$ cat src/rtl/main_fsm_pkg.sv
// Shared encodings for the multicycle RISC-V control FSM: opcodes, datapath
// select codes and the controller state type.
package main_fsm_pkg;

  localparam logic [6:0] OP_LW  = 7'b0000011;
  localparam logic [6:0] OP_SW  = 7'b0100011;
  localparam logic [6:0] OP_R   = 7'b0110011;
  localparam logic [6:0] OP_I   = 7'b0010011;
  localparam logic [6:0] OP_BEQ = 7'b1100011;
  localparam logic [6:0] OP_JAL = 7'b1101111;

  localparam logic [1:0] ALUOP_ADD   = 2'b00;
  localparam logic [1:0] ALUOP_SUB   = 2'b01;
  localparam logic [1:0] ALUOP_FUNCT = 2'b10;

  localparam logic [1:0] SRCA_PC    = 2'b00;
  localparam logic [1:0] SRCA_OLDPC = 2'b01;
  localparam logic [1:0] SRCA_RS1   = 2'b10;

  localparam logic [1:0] SRCB_RS2  = 2'b00;
  localparam logic [1:0] SRCB_IMM  = 2'b01;
  localparam logic [1:0] SRCB_FOUR = 2'b10;

  localparam logic [1:0] RES_ALUOUT = 2'b00;
  localparam logic [1:0] RES_MEM    = 2'b01;
  localparam logic [1:0] RES_ALU    = 2'b10;

  localparam logic [1:0] IMM_I = 2'b00;
  localparam logic [1:0] IMM_S = 2'b01;
  localparam logic [1:0] IMM_B = 2'b10;
  localparam logic [1:0] IMM_J = 2'b11;

  typedef enum logic [3:0] {
    S_RESET,
    S_FETCH,
    S_DECODE,
    S_MEMADR,
    S_MEMREAD,
    S_MEMWB,
    S_MEMWRITE,
    S_EXECUTER,
    S_EXECUTEI,
    S_ALUWB,
    S_BEQ,
    S_JAL,
    S_TRAP
  } fsm_state_t;

endpackage

$ cat src/rtl/main_fsm_imm_src_decoder.sv
// Immediate-format select derived purely from the opcode; unknown opcodes
// fall back to the I-type format.
module imm_src_decoder
  import main_fsm_pkg::*;
(
  input  logic [6:0] op,
  output logic [1:0] immsrc
);

  always_comb begin
    immsrc = IMM_I;
    case (op)
      OP_LW, OP_I: immsrc = IMM_I;
      OP_SW:       immsrc = IMM_S;
      OP_BEQ:      immsrc = IMM_B;
      OP_JAL:      immsrc = IMM_J;
      default:     immsrc = IMM_I;
    endcase
  end

endmodule

$ cat src/rtl/main_fsm.sv
// Multicycle RISC-V control FSM: sequences fetch/decode/execute/memory/
// writeback, drives datapath selects and counts retired instructions.
module main_fsm
  import main_fsm_pkg::*;
#(
  parameter int INSTRET_W       = 32,
  parameter bit TRAP_ON_ILLEGAL = 1'b1
) (
  input  logic                 clk,
  input  logic                 rst_n,
  input  logic [6:0]           op,
  input  logic                 zero,
  input  logic                 mem_ready,
  output logic                 mem_req,
  output logic                 adrsrc,
  output logic                 irwrite,
  output logic                 pcwrite,
  output logic                 regwrite,
  output logic                 memwrite,
  output logic [1:0]           alusrca,
  output logic [1:0]           alusrcb,
  output logic [1:0]           resultsrc,
  output logic [1:0]           aluop,
  output logic [1:0]           immsrc,
  output logic                 illegal_instr,
  output logic [INSTRET_W-1:0] instret
);

  localparam logic [INSTRET_W-1:0] INSTRET_ONE = {{(INSTRET_W-1){1'b0}}, 1'b1};

  fsm_state_t state, state_nxt;
  logic       pcupdate;
  logic       branch;
  logic       retire;
  logic [1:0] immsrc_dec;

  imm_src_decoder u_imm_src_decoder (
    .op     (op),
    .immsrc (immsrc_dec)
  );

  // Held at zero in S_RESET so that every output is quiet during reset.
  assign immsrc  = (state == S_RESET) ? IMM_I : immsrc_dec;
  assign pcwrite = pcupdate | (branch & zero);

  always_ff @(posedge clk or negedge rst_n) begin
    if (!rst_n) state <= S_RESET;
    else        state <= state_nxt;
  end

  always_comb begin
    state_nxt     = state;
    mem_req       = 1'b0;
    adrsrc        = 1'b0;
    irwrite       = 1'b0;
    pcupdate      = 1'b0;
    branch        = 1'b0;
    regwrite      = 1'b0;
    memwrite      = 1'b0;
    alusrca       = SRCA_PC;
    alusrcb       = SRCB_RS2;
    resultsrc     = RES_ALUOUT;
    aluop         = ALUOP_ADD;
    illegal_instr = 1'b0;
    retire        = 1'b0;
    case (state)
      S_RESET: state_nxt = S_FETCH;
      S_FETCH: begin
        mem_req   = 1'b1;
        alusrcb   = SRCB_FOUR;
        resultsrc = RES_ALU;
        irwrite   = mem_ready;
        pcupdate  = mem_ready;
        if (mem_ready) state_nxt = S_DECODE;
      end
      S_DECODE: begin
        // Precompute the branch target while the opcode is being decoded.
        alusrca = SRCA_OLDPC;
        alusrcb = SRCB_IMM;
        case (op)
          OP_LW, OP_SW: state_nxt = S_MEMADR;
          OP_R:         state_nxt = S_EXECUTER;
          OP_I:         state_nxt = S_EXECUTEI;
          OP_BEQ:       state_nxt = S_BEQ;
          OP_JAL:       state_nxt = S_JAL;
          default: begin
            if (TRAP_ON_ILLEGAL) begin
              state_nxt = S_TRAP;
            end else begin
              state_nxt = S_FETCH;
              retire    = 1'b1;
            end
          end
        endcase
      end
      S_MEMADR: begin
        alusrca   = SRCA_RS1;
        alusrcb   = SRCB_IMM;
        state_nxt = (op == OP_LW) ? S_MEMREAD : S_MEMWRITE;
      end
      S_MEMREAD: begin
        mem_req = 1'b1;
        adrsrc  = 1'b1;
        if (mem_ready) state_nxt = S_MEMWB;
      end
      S_MEMWB: begin
        resultsrc = RES_MEM;
        regwrite  = 1'b1;
        retire    = 1'b1;
        state_nxt = S_FETCH;
      end
      S_MEMWRITE: begin
        mem_req  = 1'b1;
        adrsrc   = 1'b1;
        memwrite = 1'b1;
        if (mem_ready) begin
          retire    = 1'b1;
          state_nxt = S_FETCH;
        end
      end
      S_EXECUTER: begin
        alusrca   = SRCA_RS1;
        alusrcb   = SRCB_RS2;
        aluop     = ALUOP_FUNCT;
        state_nxt = S_ALUWB;
      end
      S_EXECUTEI: begin
        alusrca   = SRCA_RS1;
        alusrcb   = SRCB_IMM;
        aluop     = ALUOP_FUNCT;
        state_nxt = S_ALUWB;
      end
      S_ALUWB: begin
        resultsrc = RES_ALUOUT;
        regwrite  = 1'b1;
        retire    = 1'b1;
        state_nxt = S_FETCH;
      end
      S_BEQ: begin
        alusrca   = SRCA_RS1;
        alusrcb   = SRCB_RS2;
        aluop     = ALUOP_SUB;
        branch    = 1'b1;
        retire    = 1'b1;
        state_nxt = S_FETCH;
      end
      S_JAL: begin
        // Jump via the precomputed target; ALU forms PC+4 for the link write.
        alusrca   = SRCA_OLDPC;
        alusrcb   = SRCB_FOUR;
        pcupdate  = 1'b1;
        state_nxt = S_ALUWB;
      end
      S_TRAP: illegal_instr = 1'b1;
      default: state_nxt = S_RESET;
    endcase
  end

  always_ff @(posedge clk or negedge rst_n) begin
    if (!rst_n)      instret <= '0;
    else if (retire) instret <= instret + INSTRET_ONE;
  end

endmodule

$ cat config.mk
export PLATFORM = sky130hd
export DESIGN_NAME = main_fsm
export DESIGN_NICKNAME = d
export VERILOG_FILES = /design/src/rtl/main_fsm_pkg.sv /design/src/rtl/main_fsm_imm_src_decoder.sv /design/src/rtl/main_fsm.sv
export SDC_FILE = /design/constraint.sdc
export NUM_CORES = 1
export LEC_CHECK = 0
export CAP_MARGIN = 20
export CORE_ASPECT_RATIO = 1.5
export CORE_MARGIN = 4
export CORE_UTILIZATION = 43
export CTS_CLUSTER_SIZE = 25
export DETAILED_ROUTE_END_ITERATION = 10
export PLACE_DENSITY = 0.82
export SYNTH_ARGS = -nofsm -noshare
export SYNTH_HDL_FRONTEND = slang
export SYNTH_SLANG_ARGS = --single-unit
$ cat constraint.sdc
create_clock -name clk -period 1.7 [get_ports clk]
set_clock_uncertainty 0.1 [all_clocks]
set_input_delay 0.34 -clock clk [delete_from_list [all_inputs] [get_ports clk]]
set_output_delay 0.34 -clock clk [all_outputs]
set_load 0.03 [all_outputs]
==> results.yml <==
global_routing:
  first_pass_grt_wire_length_mm: 14.6
  largest_net_degree_at_the_start_of_global_routing: 37
  grt.overflow.total: 0
  antenna_found_initial: 1
  grtUsageTotal_pct: 32.2
  first_global_vias: 2647
floorplan:
  placement_rows: 30
  core_um2: 4620
  die-width_um: 65.1
  start_util_pct: 45.6
  fp.dieH_um: 93.7
  fp.dieArea_um2: 6100
  ioPinCount: 60
critical_path:
  cp_cell_sequence: "buf_6 -> nand2b_4 -> a21oi_4 -> buf_6 -> o2111ai_4 -> buf_6 -> nor4_4 -> xor2_1"
  critPathMaxStageDelay_ns: 0.45
  critical_path_class: "flop to flop"
  crit_buf_inv: 3
  r2r-start: "state[3]$_DFFE_PN0P_"
  regToRegSetupSlack_ns: -0.47
  register_to_register_path_depth: 8
  required_ns: 1.82
  timing.critical_path.to_type: "flop"
  worst_ep_arrival_time_ns: 2.28
  timing.rr.end: "instret[25]$_DFFE_PN0P_"
  critical_path.top_delay_family: "buffers and inverters"
  critical-path-top-cell-by-count: "buf_6"
  cp-start-kind: "flop"
  worst_path_fanout_max: 5
  critPathSlowestCell: "dfrtp_2"
timing:
  worst_slew_pin_slew_ns: 0.493
  f_max_mhz: 462
  max_slew_margin_pct: 67.0
  setup_repair_after_global_routing_missed_its_margin: "yes"
  period_minus_slack_ns: 2.17
  hold_viol: 0
  final.period_utilization_pct: 127
  setup_viol_count_final: 53
  fin_ws_ns: -0.467
  final_max_slew_viol_count: 0
yosys:
  synth_top_cell_by_area: "dfrtp_1"
  synth_common_cells: "dfrtp_1, nor2_1, xor2_1, nand2_1, nand3_1"
  synthSimpleGateAreaFrac_pct: 29.8
  synth_top_family_by_area: "simple AND/OR/NAND/NOR gates"
  mapped_cell_area_um2: 2100
  xor_xnor_share_of_the_synthesized_area_pct: 13.7
  synth_enable_flop_cells: 0
  synth_async_sr_flop_share_pct: 100
  synth_top_area_share_pct: 42.8
  synth_area_per_cell_um2: 9.57
  synth.area.mux_share_pct: 1.01
  synth_most_common_cell: "dfrtp_1"
  yosysWarnings: 0
  synthAdderAreaFrac_pct: 0.595
  synthCells: 220
  synth-seq-cells: 36
  postSynth.topFlopCell: "dfrtp_1"
  seq_area_frac_synth_pct: 42.8
  synthesis.nets: 232
  netlist-cell-type-count: 42
  synth_compound_gate_area_share_pct: 9.99
  synth.top_cells.by_area: "dfrtp_1, xor2_1, nor2_1"
clocking:
  cts_buffers: 5
  clockBufferDepth: 2
  cts.sinks: 36
  clk-insertion-delay-late_ns: 0.30
  clock_tree_from_tritoncts: "done"
  cts.clk_slew.worst_paths_ns: 0.08
  cts-htree-levels: 2
  postCtsHoldBufs: 0
  ctsRootBufferMaster: "clkbuf_8"
place:
  io_buffers: 59
  post-place-ws_ns: -0.620
  final_hpwl_dp_mm: 4.62
  gp_congestion: 0.887
routing:
  firstDrtPassIters: 8
  vias_per_cell: 6.49
  vias: 2862
  routed_antenna_nets: 0
  postRouteWirelength_mm: 12.3
  drt_drc_violations_left: 0
  dr.first_iter.drc_count: 335
  routedWlPerCell_um: 27.8
power:
  total_power_w: 0.00514
  peakVddDrop_v: 0.00106
  cellLeakagePower_nw: 2.28
  power_density_nw_per_um2: 1180
finish:
  fin_nets: 388
  flow.area_growth_from_synthesis_pct: 107
  share_of_final_layout_standard_cells_stronger_than_drive_strength_1_pct: 54.9
  antenna_cells: 0
status:
  violated_checks: "setup timing"
  run_status: "complete, but fails checks"
min_path:
  hold_class: "input pin to async pin"
flow_run:
  maxCapViolations: 0
cells by family after synthesis:
logic type,count (synthesis)
adders and majority gates,1
muxes,2
buffers and inverters,9
and+or+nand+nor,113
xor gates and xnor gates,33
DFF,36
AOI/OAI and AO/OA,26
how the worst max path moves through the flow:
stage	from	to	slack, ns	cells past startpoint
4_1_cts	state[3]$_DFFE_PN0P_	alusrca[0]	-0.24	5
5_1_grt	state[3]$_DFFE_PN0P_	instret[21]$_DFFE_PN0P_	-0.50	8
3_5_place_dp	mem_ready	instret[21]$_DFFE_PN0P_	-0.62	6
3_3_place_gp	mem_ready	instret[26]$_DFFE_PN0P_	-0.53	7
2_1_floorplan	instret[5]$_DFFE_PN0P_	instret[28]$_DFFE_PN0P_	-0.18	5
6_report	state[3]$_DFFE_PN0P_	instret[25]$_DFFE_PN0P_	-0.47	8
layout by cell type (no fill, tap or decap), types with 4 or more instances in the layout:
cell and instances:
buf_4 60, buf_6 47, clkbuf_8 5, clkdlybuf4s15_1 4, clkdlybuf4s50_1 6, dfrtp_1 27
dfrtp_2 9, dlygate4sd2_1 29, nand2_1 17, nand3_1 9, nand4_1 8, nor2_1 11
nor2_4 15, nor3_4 6, nor4_4 11, o21ai_0 7, xnor2_1 4, xnor2_2 6
xor2_1 22
per-stage QoR:
stage | hold slack [ns] | setup TNS (ns) | instances | utilization (%) | area, um^2
after CTS | 0.328 | -5.47 | 430 | 87.4 | 4030
after global placement | 0.357 | -13.12 | 394 | 70.1 | 3240
after global routing | 0.357 | -15.44 | 441 | 94.1 | 4350
final | 0.335 | -13.90 | 441 | 94.1 | 4350
after floorplan | -0.0556 | -3.00 | 220 | - | 2200
after detailed placement | 0.363 | -15.13 | 394 | 70.1 | 3240
routing by layer:
metal | wire (um) | share of wire (%) | track usage, %
met5 | 7 | 0.057 | 0
met4 | 1180 | 9.6 | 18.2
met3 | 1040 | 8.5 | 4.79
met2 | 5990 | 49 | 60.1
met1 | 4050 | 33 | 33.5
power breakdown:
group          internal [W]  switching [W]  total (W)
Combinational       0.00148        0.00185    0.00333
Clock              0.000288       0.000336   0.000625
Sequential         0.000985       0.000206    0.00119
state kept, by name, indices dropped and copies added (netlist names):
signal   cells
instret     32
state        4
repair_timing:
item / CTS / global route
endpoints found under the hold margin: 0 / 0
gates resized for setup: 144 / 52
pin swaps: 56 / 22
setup endpoints to repair: 77 / 52
buffers inserted: 26 / 12
cloned: 2 / 0
layout make-up:
class                           instances  area, um^2
Sequential cell                        36         912
Multi-Input combinational cell        176        1770
Inverter                                2        7.51
Fill cell                             133         270
Clock inverter                          1        5.00
Tap cell                               64        80.1
Timing Repair Buffer                  155        1490
Clock buffer                            7        76.3
(Power assumes the default switching activity.)
